## config.mk

```make
export PLATFORM = sky130hd
export DESIGN_NAME = btn_press_decoder
export DESIGN_NICKNAME = d
export VERILOG_FILES = /design/src/rtl/btn_press_decoder.sv
export SDC_FILE = /design/constraint.sdc
export NUM_CORES = 1
export LEC_CHECK = 0
export CORE_AREA = 5 5 68 70
export CTS_BUF_LIST = sky130_fd_sc_hd__clkbuf_8
export DETAILED_ROUTE_END_ITERATION = 12
export DIE_AREA = 0 0 73 75
export DONT_BUFFER_PORTS = 1
export PLACE_DENSITY = 0.6
export SLEW_MARGIN = 20
export SYNTH_ARGS = -nofsm -noshare
export SYNTH_HDL_FRONTEND = slang
export SYNTH_SLANG_ARGS = --single-unit
export TNS_END_PERCENT = 5
```

## constraint.sdc

```tcl
create_clock -name clock -period 4.95 [get_ports clock]
set_clock_uncertainty 0.2 [all_clocks]
set_input_delay 0.7425 -clock clock [delete_from_list [all_inputs] [get_ports clock]]
set_output_delay 0.7425 -clock clock [all_outputs]
set_load 0.03 [all_outputs]
```

## src/rtl/btn_press_decoder.sv

```systemverilog
// Button press decoder: turns a debounced, synchronous button level into
// press / short-press / long-press / auto-repeat / release pulses, a held
// level and a modulo-256 press counter. All outputs are registered.
module btn_press_decoder #(
  parameter int LONG_CYCLES   = 16,
  parameter int REPEAT_CYCLES = 4,
  parameter int CNT_W         = 16
) (
  input  logic       clock,
  input  logic       reset,
  input  logic       filteredButton,
  output logic       pressPulse,
  output logic       shortPress,
  output logic       longPress,
  output logic       repeatPulse,
  output logic       releasePulse,
  output logic       held,
  output logic [7:0] pressCount
);

  typedef enum logic [1:0] {
    IDLE,
    PRESSED,
    LONG
  } state_t;

  // Terminal counts for the hold counter in each holding state.
  localparam logic [CNT_W-1:0] LONG_LAST   = CNT_W'(LONG_CYCLES - 1);
  localparam logic [CNT_W-1:0] REPEAT_LAST = CNT_W'(REPEAT_CYCLES - 1);

  state_t           state_q, state_d;
  logic [CNT_W-1:0] cnt_q, cnt_d;
  logic             btn_prev_q, btn_prev_d;
  logic [7:0]       press_count_q, press_count_d;
  logic             press_pulse_q, press_pulse_d;
  logic             short_press_q, short_press_d;
  logic             long_press_q, long_press_d;
  logic             repeat_pulse_q, repeat_pulse_d;
  logic             release_pulse_q, release_pulse_d;
  logic             held_q, held_d;

  // Next-state and next-output logic for the press/hold FSM.
  always_comb begin
    // NOTE: every signal gets a default first so no path can leave one
    // unassigned, which would otherwise infer a latch.
    state_d         = state_q;
    cnt_d           = cnt_q;
    btn_prev_d      = filteredButton;
    press_count_d   = press_count_q;
    press_pulse_d   = 1'b0;
    short_press_d   = 1'b0;
    long_press_d    = 1'b0;
    repeat_pulse_d  = 1'b0;
    release_pulse_d = 1'b0;

    case (state_q)
      IDLE: begin
        // A press needs a fresh 0->1 edge; release and press never share an edge.
        if (filteredButton && !btn_prev_q) begin
          press_pulse_d = 1'b1;
          press_count_d = press_count_q + 8'd1;
          cnt_d         = '0;
          state_d       = PRESSED;
        end
      end
      PRESSED: begin
        if (filteredButton) begin
          if (cnt_q == LONG_LAST) begin
            long_press_d = 1'b1;
            cnt_d        = '0;
            state_d      = LONG;
          end else begin
            cnt_d = cnt_q + 1'b1;
          end
        end else begin
          short_press_d   = 1'b1;
          release_pulse_d = 1'b1;
          cnt_d           = '0;
          state_d         = IDLE;
        end
      end
      LONG: begin
        if (filteredButton) begin
          if (cnt_q == REPEAT_LAST) begin
            repeat_pulse_d = 1'b1;
            cnt_d          = '0;
          end else begin
            cnt_d = cnt_q + 1'b1;
          end
        end else begin
          // Releasing a long hold is not a short press.
          release_pulse_d = 1'b1;
          cnt_d           = '0;
          state_d         = IDLE;
        end
      end
      default: begin
        state_d = IDLE;
        cnt_d   = '0;
      end
    endcase

    held_d = (state_d != IDLE);
  end

  // State, counter, edge-detect copy and registered outputs.
  always_ff @(posedge clock or posedge reset) begin
    if (reset) begin
      state_q         <= IDLE;
      cnt_q           <= '0;
      btn_prev_q      <= 1'b0;
      press_count_q   <= 8'd0;
      press_pulse_q   <= 1'b0;
      short_press_q   <= 1'b0;
      long_press_q    <= 1'b0;
      repeat_pulse_q  <= 1'b0;
      release_pulse_q <= 1'b0;
      held_q          <= 1'b0;
    end else begin
      // NOTE: non-blocking assignments so every flop samples pre-edge values.
      state_q         <= state_d;
      cnt_q           <= cnt_d;
      btn_prev_q      <= btn_prev_d;
      press_count_q   <= press_count_d;
      press_pulse_q   <= press_pulse_d;
      short_press_q   <= short_press_d;
      long_press_q    <= long_press_d;
      repeat_pulse_q  <= repeat_pulse_d;
      release_pulse_q <= release_pulse_d;
      held_q          <= held_d;
    end
  end

  assign pressPulse   = press_pulse_q;
  assign shortPress   = short_press_q;
  assign longPress    = long_press_q;
  assign repeatPulse  = repeat_pulse_q;
  assign releasePulse = release_pulse_q;
  assign held         = held_q;
  assign pressCount   = press_count_q;

endmodule

```

==> results of run 1 <==
## power by group through the flow
stage	sequential (mW)	combinational, mW	clock (mW)
after CTS	0.398	0.160	0.197
after detailed placement	0.403	0.159	0
after floorplan	0.392	0.137	0
after global placement	0.401	0.151	0
final	0.397	0.160	0.192
after global routing	0.404	0.179	0.212
## cell type report
| cell class | instances | area (sq um) | area share [%] |
|---|---|---|---|
| Multi-Input combinational cell | 126 | 830.8 | 45.26 |
| Tap cell | 50 | 62.56 | 3.408 |
| Inverter | 7 | 26.28 | 1.431 |
| Sequential cell | 33 | 825.8 | 44.99 |
| Timing Repair Buffer | 1 | 7.507 | 0.4090 |
| Clock buffer | 5 | 68.82 | 3.749 |
| Clock inverter | 3 | 13.76 | 0.7498 |
## worst paths after layout
| path | endpoint | slack [ns] | depth (start not counted) |
|---|---|---|---|
| setup reg to reg | cnt_q[10] | 2.32 | 6 |
| hold / removal | pressCount[0] | 0.10 | 1 |
| max in group asynchronous | cnt_q[8] | 3.81 | 2 |
| min in group clock | btn_prev_q | 0.27 | 0 |
| hold reg to reg | cnt_q[12] | 0.34 | 1 |
| setup / recovery | cnt_q[10] | 2.32 | 6 |
## cell usage after synthesis (all sizes together), types with 2 or more instances
cell type	count
xnor2	4
buf	2
a31oi	19
nor3	3
a21oi	5
dfrtp	33
nor2	7
xor2	3
o22ai	3
nor4	2
or4	3
clkbuf	4
nand2	15
nor2b	3
nand4	2
o21ai	10
inv	7
mux2i	2
and3	5
and2	3
nand3	11
ha	6
nand2b	2
o21bai	3
## cells by family (layout without fill, tap and decap cells)
| group | Yosys count | count (layout) | share of synthesized area [%] |
|---|---|---|---|
| flip-flops | 33 | 33 | 48.00 |
| buffers and inverters | 13 | 16 | 3.709 |
| AND/OR/NAND/NOR | 64 | 64 | 20.58 |
| XOR/XNOR | 7 | 7 | 3.564 |
| multiplexers | 3 | 3 | 1.818 |
| AO/OA/AOI/OAI | 46 | 46 | 17.96 |
| adder cells (fa/ha/maj) | 6 | 6 | 4.364 |
## state kept, by name, summed over array words and instances (netlist names)
| name | count |
|---|---|
| cnt_q | 16 |
| pressCount | 8 |
| state_q | 2 |
| btn_prev_q | 1 |
| held | 1 |
| longPress | 1 |
| pressPulse | 1 |
| releasePulse | 1 |
| repeatPulse | 1 |
| shortPress | 1 |
## metal layers
metal / vias up / routed length [um] / global-route usage (%)
met5: - / 0 / 0
met4: 0 / 61 / 5.943
met3: 6 / 207 / 4.272
met2: 50 / 1756 / 25.02
met1: 665 / 1621 / 17.91
li1: 647 / - / -
==> impl_metrics.env, run 1 <==
export IMPL_p_leak_nw=0.7776
export IMPL_post_cts_resized=0
export IMPL_dp_hpwl_um=2676
export IMPL_ant_nets=0
export IMPL_critPathSlowestCell="or3b_2"
export IMPL_tns_ns=0
export IMPL_num_vias=1368
export IMPL_cts_sinks=33
export IMPL_num_fill_cells=383
export IMPL_ctsHoldBuffers=0
export IMPL_intPower_mw=0.4599
export IMPL_initial_core_util_pct=43.96
export IMPL_fp_dieH_um=75
export IMPL_start_kind="register"
export IMPL_gp_congestion=0.8346
export IMPL_drt_total_wl_um=3646
export IMPL_path_class="register to register"
export IMPL_cp_arrival_ns=2.57
export IMPL_synth_cells=172
export IMPL_seq_power_share_pct=53.0
export IMPL_ctsRootBufferMaster="clkbuf_8"
export IMPL_final_cells=225
export IMPL_finalSetupViolCount=0
export IMPL_ys_seq_area_share_pct=48.00
export IMPL_utilization_pct=46.90
export IMPL_vias_per_cell=6.080
export IMPL_drtIter0Drc=69
export IMPL_synth_top_cell_area_share_pct=48.00
export IMPL_status="completed"
export IMPL_clock_fmax_mhz=380.5
export IMPL_nets=183
export IMPL_switching_power_mw=0.2889
export IMPL_placed_cell_area_sq_mm=0.001753
export IMPL_layout_commonest_cell="dfrtp_1"
export IMPL_drv_slew=0
export IMPL_grt_max_degree=26
export IMPL_grt_pass1_wl_um=6196
export IMPL_postLayoutCellArea_sq_mm=0.001836
export IMPL_wl_per_cell_um=16.20
export IMPL_required_ns=4.89
export IMPL_synth_top_area_cell="dfrtp_1"
export IMPL_dp_cells=217
export IMPL_yosysWarnings=0
export IMPL_critical_path_top_delay_family="simple AND/OR/NAND/NOR gates"
export IMPL_clock_latency_ns=0.29
export IMPL_cts_made_buffers=5
export IMPL_setup_ws_ns=2.322
export IMPL_drive_above_1_share_pct=8.571
export IMPL_htreeDepth=2
export IMPL_crit_buf_inv=0
export IMPL_antenna_cells=0
export IMPL_worstPathCellList="ha_1 -> or3b_2 -> nor4_1 -> o22ai_2 -> a41oi_1 -> a31oi_1"
export IMPL_drc=0
export IMPL_fp_dieW_um=73
export IMPL_synthToLayoutAreaGrowth_pct=6.691
export IMPL_ir_worst_vdd_v=0.0002049
export IMPL_rows=23
export IMPL_report_power_total_mw=0.7488
export IMPL_drv_cap=0
export IMPL_antenna_found_initial=0
export IMPL_ys_top_cells_by_area="dfrtp_1 48%, a31oi_1 6.9%, ha_1 4.4%, nand2_1 3.3%, nand3_1 3.2%"
export IMPL_synth_flop_cell="dfrtp_1"
export IMPL_cts_setup_buffers=0
export IMPL_hold_ws_ns=0.1026
export IMPL_p_comb_share_pct=21.4
export IMPL_place_ws_ns=2.318
export IMPL_startpoint="cnt_q[0]"
export IMPL_slew_headroom_pct=38.32
export IMPL_p_sw_share_pct=38.58
export IMPL_ys_types=42
export IMPL_dr_pass1_iters=5
export IMPL_period_needed_ns=2.628
export IMPL_ys_ff_latch=33
export IMPL_power_density_mw_per_mm2=408.0
export IMPL_grt_util_all_layers_pct=14.86
export IMPL_hold_path_class="input port to async pin"
export IMPL_clk_pin_slew_ns=0.06
export IMPL_die_area_sq_mm=0.005475
export IMPL_finalHoldViolCount=0
export IMPL_port_buffers=0
export IMPL_core_area_sq_mm=0.003914
export IMPL_grt_pass1_vias=1294
export IMPL_tightestPinTransition_ns=0.9251
export IMPL_synth_edf_count=0
export IMPL_rsz0062_at_grt="false"
export IMPL_critPathCaptureType="register"
export IMPL_timing_final_crit_share_pct=53.09
export IMPL_cts_tree="built"
export IMPL_gr_total_overflow=0
export IMPL_ys_async_sr_fraction_pct=100.0
export IMPL_ios=17
export IMPL_reg2reg_from="cnt_q[0]"
export IMPL_slowest_delay_ns=0.47
export IMPL_avgSynthCellArea_sq_um=10.00
export IMPL_clkPwrFrac_pct=25.7
export IMPL_cp_max_fo=23
export IMPL_clockBufferDepth=2
export IMPL_syn_nets=181
export IMPL_syn_area_sq_mm=0.001720
export IMPL_final_cell_mix="33 x dfrtp_1, 19 x a31oi_1, 15 x nand2_1"
Power figures use the tool's default switching activity.
==> run 2, diff against run 1 <==
- clock period: 4.95 -> 2.5 ns (I/O delays scaled with it)
==> impl_metrics.env, run 2 (synthesis gave the netlist of run 1 again) <==
export IMPL_rows=23
export IMPL_top_register="cnt_q"
export IMPL_status="completed"
export IMPL_path_class="register to register"
export IMPL_cp_max_fo=8
export IMPL_switching_power_mw=0.5680
export IMPL_ctsRootBufferMaster="clkbuf_8"
export IMPL_dr_pass1_iters=4
export IMPL_tightestPinTransition_ns=0.7366
export IMPL_cts_sinks=33
export IMPL_antenna_found_initial=0
export IMPL_cts_made_buffers=5
export IMPL_gr_total_overflow=0
export IMPL_htreeDepth=2
export IMPL_seq_power_share_pct=48.1
export IMPL_finalSetupViolCount=0
export IMPL_grt_util_all_layers_pct=15.63
export IMPL_grt_pass1_wl_um=6472
export IMPL_ant_nets=0
export IMPL_synthToLayoutAreaGrowth_pct=13.24
export IMPL_clock_fmax_mhz=425.0
export IMPL_slew_headroom_pct=50.20
export IMPL_port_buffers=0
export IMPL_clock_latency_ns=0.29
export IMPL_postLayoutCellArea_sq_mm=0.001948
export IMPL_ios=17
export IMPL_clkPwrFrac_pct=31.1
export IMPL_wl_per_cell_um=16.07
export IMPL_cp_arrival_ns=2.30
export IMPL_cts_tree="built"
export IMPL_r2r_slack_ns=0.15
export IMPL_drive_above_1_share_pct=12.50
export IMPL_clk_pin_slew_ns=0.07
export IMPL_startpoint="cnt_q[7]"
export IMPL_placed_cell_area_sq_mm=0.001805
export IMPL_antenna_cells=0
export IMPL_p_leak_nw=0.8383
export IMPL_p_comb_share_pct=20.7
export IMPL_reg2reg_to="cnt_q[10]"
export IMPL_grt_pass1_vias=1343
export IMPL_drv_slew=0
export IMPL_cts_setup_buffers=0
export IMPL_hold_path_class="input port to register"
export IMPL_reg2reg_from="cnt_q[7]"
export IMPL_place_ws_ns=0.1541
export IMPL_rsz0062_at_grt="false"
export IMPL_period_needed_ns=2.353
export IMPL_clockBufferDepth=2
export IMPL_core_area_sq_mm=0.003914
export IMPL_largest_reg_flops=16
export IMPL_p_sw_share_pct=34.89
export IMPL_layout_commonest_cell="dfrtp_1"
export IMPL_ir_worst_vdd_v=0.0004244
export IMPL_gp_congestion=0.8810
export IMPL_num_vias=1364
export IMPL_initial_core_util_pct=43.96
export IMPL_power_density_mw_per_mm2=835.6
export IMPL_finalHoldViolCount=0
export IMPL_drc=0
export IMPL_tns_ns=0
export IMPL_drtIter0Drc=125
export IMPL_timing_final_crit_share_pct=94.11
export IMPL_dp_hpwl_um=2704
export IMPL_vias_per_cell=5.829
export IMPL_intPower_mw=1.060
export IMPL_endpoint="cnt_q[10]"
export IMPL_rr_worst_depth=6
export IMPL_final_cell_mix="33 x dfrtp_1, 19 x a31oi_1, 15 x nand2_1"
export IMPL_fp_dieW_um=73
export IMPL_start_kind="register"
export IMPL_drt_total_wl_um=3760
export IMPL_drv_cap=0
export IMPL_fp_dieH_um=75
export IMPL_grt_max_degree=25
export IMPL_setup_ws_ns=0.1472
export IMPL_final_cells=234
export IMPL_dp_cells=224
export IMPL_die_area_sq_mm=0.005475
export IMPL_nets=192
export IMPL_critPathCaptureType="register"
export IMPL_required_ns=2.44
==> run 2: cell type report <==
cell class	instances	area, sq um
clock buffers	6	82.58
repair buffers	10	80.08
flip-flops and latches	33	825.8
well taps	50	62.56
clock inverters	2	33.78
multi-input cells	126	837.1
inverters	7	26.28
fillers	363	1966
==> run 2: what timing repair did <==
| item | 4_1_cts | 5_1_grt |
|---|---|---|
| resized for setup | 0 | 1 |
| hold buffers | 2 | 0 |
| endpoints found under the hold margin | 12 | 0 |
| setup endpoints to repair | 0 | 6 |
==> run 2: through the flow <==
stage / total power [mW] / hold WS [ns] / utilization [%]
finish: 1.628 / 0.08818 / 49.78
global route: 1.731 / 0.08412 / 49.78
CTS: 1.643 / 0.08157 / 49.62
detailed placement: 1.132 / 0.05348 / 46.13
global placement: 1.115 / 0.03832 / 46.13
floorplan: 1.047 / 0.2064 / -
==> run 2: how the worst min path moves through the flow <==
stage / endpoint / start / cells after the start / slack [ns]
6_report: state_q[0] / filteredButton / 2 / 0.09
5_1_grt: state_q[0] / filteredButton / 2 / 0.08
4_1_cts: state_q[0] / filteredButton / 2 / 0.08
3_5_place_dp: pressCount[1] / reset / 1 / 0.05
3_3_place_gp: pressCount[1] / reset / 1 / 0.04
2_1_floorplan: btn_prev_q / filteredButton / 0 / 0.21
==> run 2: power by group through the flow <==
stage	registers [mW]	logic [mW]	clock network, mW
floorplan	0.777	0.271	0
global placement	0.794	0.321	0
detailed placement	0.797	0.335	0
CTS	0.787	0.339	0.518
global route	0.799	0.384	0.549
finish	0.784	0.337	0.507
==> run 2: worst max-delay path, cell delays in order (launching register included) <==
cell and delay [ns]:
dfrtp_1 0.42, or4_4 0.59, o41ai_4 0.41, o22ai_2 0.14
buf_4 0.18, a41oi_1 0.21, a31oi_1 0.06
==> run 2: metal layers <==
| metal | global-route usage, % | up-vias | wire [um] |
|---|---|---|---|
| met3 | 4.406 | 7 | 214 |
| met1 | 20.24 | 663 | 1709 |
| met2 | 23.83 | 32 | 1762 |
| met4 | 8.197 | 0 | 74 |
| met5 | 0 | - | 0 |
| li1 | - | 662 | - |
==> run 3, diff against run 2 <==
- CELL_PAD_IN_SITES_DETAIL_PLACEMENT: default -> 1
- CELL_PAD_IN_SITES_GLOBAL_PLACEMENT: default -> 1
- PLACE_DENSITY: 0.6 -> 0.73
- clock period: 2.5 -> 2.8 ns (I/O delays scaled with it)
==> impl_metrics.env, run 3 (synthesis gave the netlist of run 1 again) <==
export IMPL_status="completed"
export IMPL_cts_setup_buffers=0
export IMPL_regArea_sq_um=825.8
export IMPL_placed_cell_area_sq_mm=0.001760
export IMPL_htreeDepth=2
export IMPL_nets=186
export IMPL_antenna_cells=0
export IMPL_initial_core_util_pct=43.96
export IMPL_ctsRootBufferMaster="clkbuf_8"
export IMPL_tns_ns=0
export IMPL_antenna_found_initial=0
export IMPL_clkPwrFrac_pct=25.2
export IMPL_p_sw_share_pct=38.56
export IMPL_clockBufferDepth=2
export IMPL_clock_latency_ns=0.28
export IMPL_dp_hpwl_um=3049
export IMPL_grt_pass1_wl_um=6810
export IMPL_multiInputGateArea_sq_um=838.3
export IMPL_period_needed_ns=2.617
export IMPL_core_area_sq_mm=0.003914
export IMPL_worstPathCellList="ha_1 -> or3b_2 -> nor4_1 -> o22ai_4 -> a41oi_1 -> a31oi_1"
export IMPL_cp_arrival_ns=2.57
export IMPL_postLayoutCellArea_sq_mm=0.001871
export IMPL_crit_buf_inv=0
export IMPL_power_density_mw_per_mm2=715.7
export IMPL_rsz0062_at_grt="false"
export IMPL_required_ns=2.75
export IMPL_die_area_sq_mm=0.005475
export IMPL_slew_headroom_pct=49.21
export IMPL_cts_made_buffers=5
export IMPL_fp_dieW_um=73
export IMPL_num_vias=1386
export IMPL_gr_total_overflow=0
export IMPL_drv_cap=0
export IMPL_critPathCaptureType="register"
export IMPL_rows=23
export IMPL_cp_depth=6
export IMPL_grt_pass1_vias=1463
export IMPL_report_power_total_mw=1.339
export IMPL_clock_fmax_mhz=382.1
export IMPL_cp_max_fo=23
export IMPL_p_leak_nw=0.7904
export IMPL_wl_per_cell_um=18.00
export IMPL_tightestPinTransition_ns=0.7573
export IMPL_critPathSlowestCell="nor4_1"
export IMPL_gp_congestion=0.8122
export IMPL_p_comb_share_pct=22.6
export IMPL_grt_util_all_layers_pct=16.33
export IMPL_finalHoldViolCount=0
export IMPL_port_buffers=0
export IMPL_drive_above_1_share_pct=8.989
export IMPL_slowest_delay_ns=0.50
export IMPL_dr_pass1_iters=4
export IMPL_rr_worst_depth=6
export IMPL_ant_nets=0
export IMPL_clk_pin_slew_ns=0.07
export IMPL_hold_path_class="input port to register"
export IMPL_path_class="register to register"
export IMPL_cts_sinks=33
export IMPL_drv_slew=0
export IMPL_drc=0
export IMPL_seq_power_share_pct=52.2
export IMPL_timing_final_crit_share_pct=93.47
export IMPL_hold_path_depth=2
export IMPL_grt_max_degree=25
export IMPL_cts_tree="built"
export IMPL_layout_commonest_cell="dfrtp_1"
export IMPL_synthToLayoutAreaGrowth_pct=8.727
export IMPL_final_cell_mix="33 x dfrtp_1, 19 x a31oi_1, 15 x nand2_1"
export IMPL_start_kind="register"
export IMPL_ios=17
export IMPL_drtIter0Drc=95
export IMPL_finalSetupViolCount=0
export IMPL_largest_reg_flops=16
export IMPL_critical_path_top_delay_family="simple AND/OR/NAND/NOR gates"
export IMPL_ir_worst_vdd_v=0.0003987
export IMPL_fp_dieH_um=75
export IMPL_top_register="cnt_q"
export IMPL_switching_power_mw=0.5163
export IMPL_drt_total_wl_um=4103
export IMPL_intPower_mw=0.8225
export IMPL_num_fill_cells=455
export IMPL_vias_per_cell=6.079
[run 3: per-stage QoR]
step           worst slack [ns]  std cells  util, %  hold slack, ns
3_3_place_gp             0.2982        218    44.98         0.08560
4_1_cts                  0.1650        228    47.60          0.1315
6_report                 0.1829        228    47.79          0.1432
5_1_grt                 0.02366        228    47.79          0.1237
2_1_floorplan            0.5545        172        -          0.2514
3_5_place_dp             0.1827        218    44.98         0.09633
[run 3: what timing repair did]
item,4_1_cts,5_1_grt
setup endpoints to repair,0,1
endpoints found under the hold margin,12,0
gates resized for setup,0,1
hold buffers,2,0
[run 3: path summary, 6_finish.rpt]
kind / from / to / slack, ns
min: filteredButton / state_q[0] / 0.14
max in group asynchronous: reset / cnt_q[13] / 1.41
min in group asynchronous: reset / pressCount[4] / 0.35
min reg2reg: cnt_q[15] / cnt_q[15] / 0.31
max reg2reg: cnt_q[0] / cnt_q[10] / 0.18
max: cnt_q[0] / cnt_q[10] / 0.18
[run 3: power by group through the flow]
stage	logic, mW	clock network, mW	registers [mW]
2_1_floorplan	0.242	0	0.694
3_3_place_gp	0.279	0	0.709
3_5_place_dp	0.293	0	0.710
4_1_cts	0.298	0.350	0.702
5_1_grt	0.337	0.373	0.710
6_report	0.302	0.337	0.699
[run 3: cell type report]
class	instances	area share, %
Multi-Input combinational cell	126	44.82
Sequential cell	33	44.15
Clock buffer	5	3.679
Tap cell	50	3.344
Timing Repair Buffer	4	1.873
Inverter	7	1.405
Clock inverter	3	0.7358
[run 3: per-layer routing]
metal  vias up  GRT usage [%]  part of all wire [%]  wire length, um
met1       718          19.11                    43             1754
met5         -              0                     0                0
met4         0          6.557                   1.1               44
met2        22          28.70                    53             2160
met3         4          4.005                   3.5              144
li1        642              -                     -                -
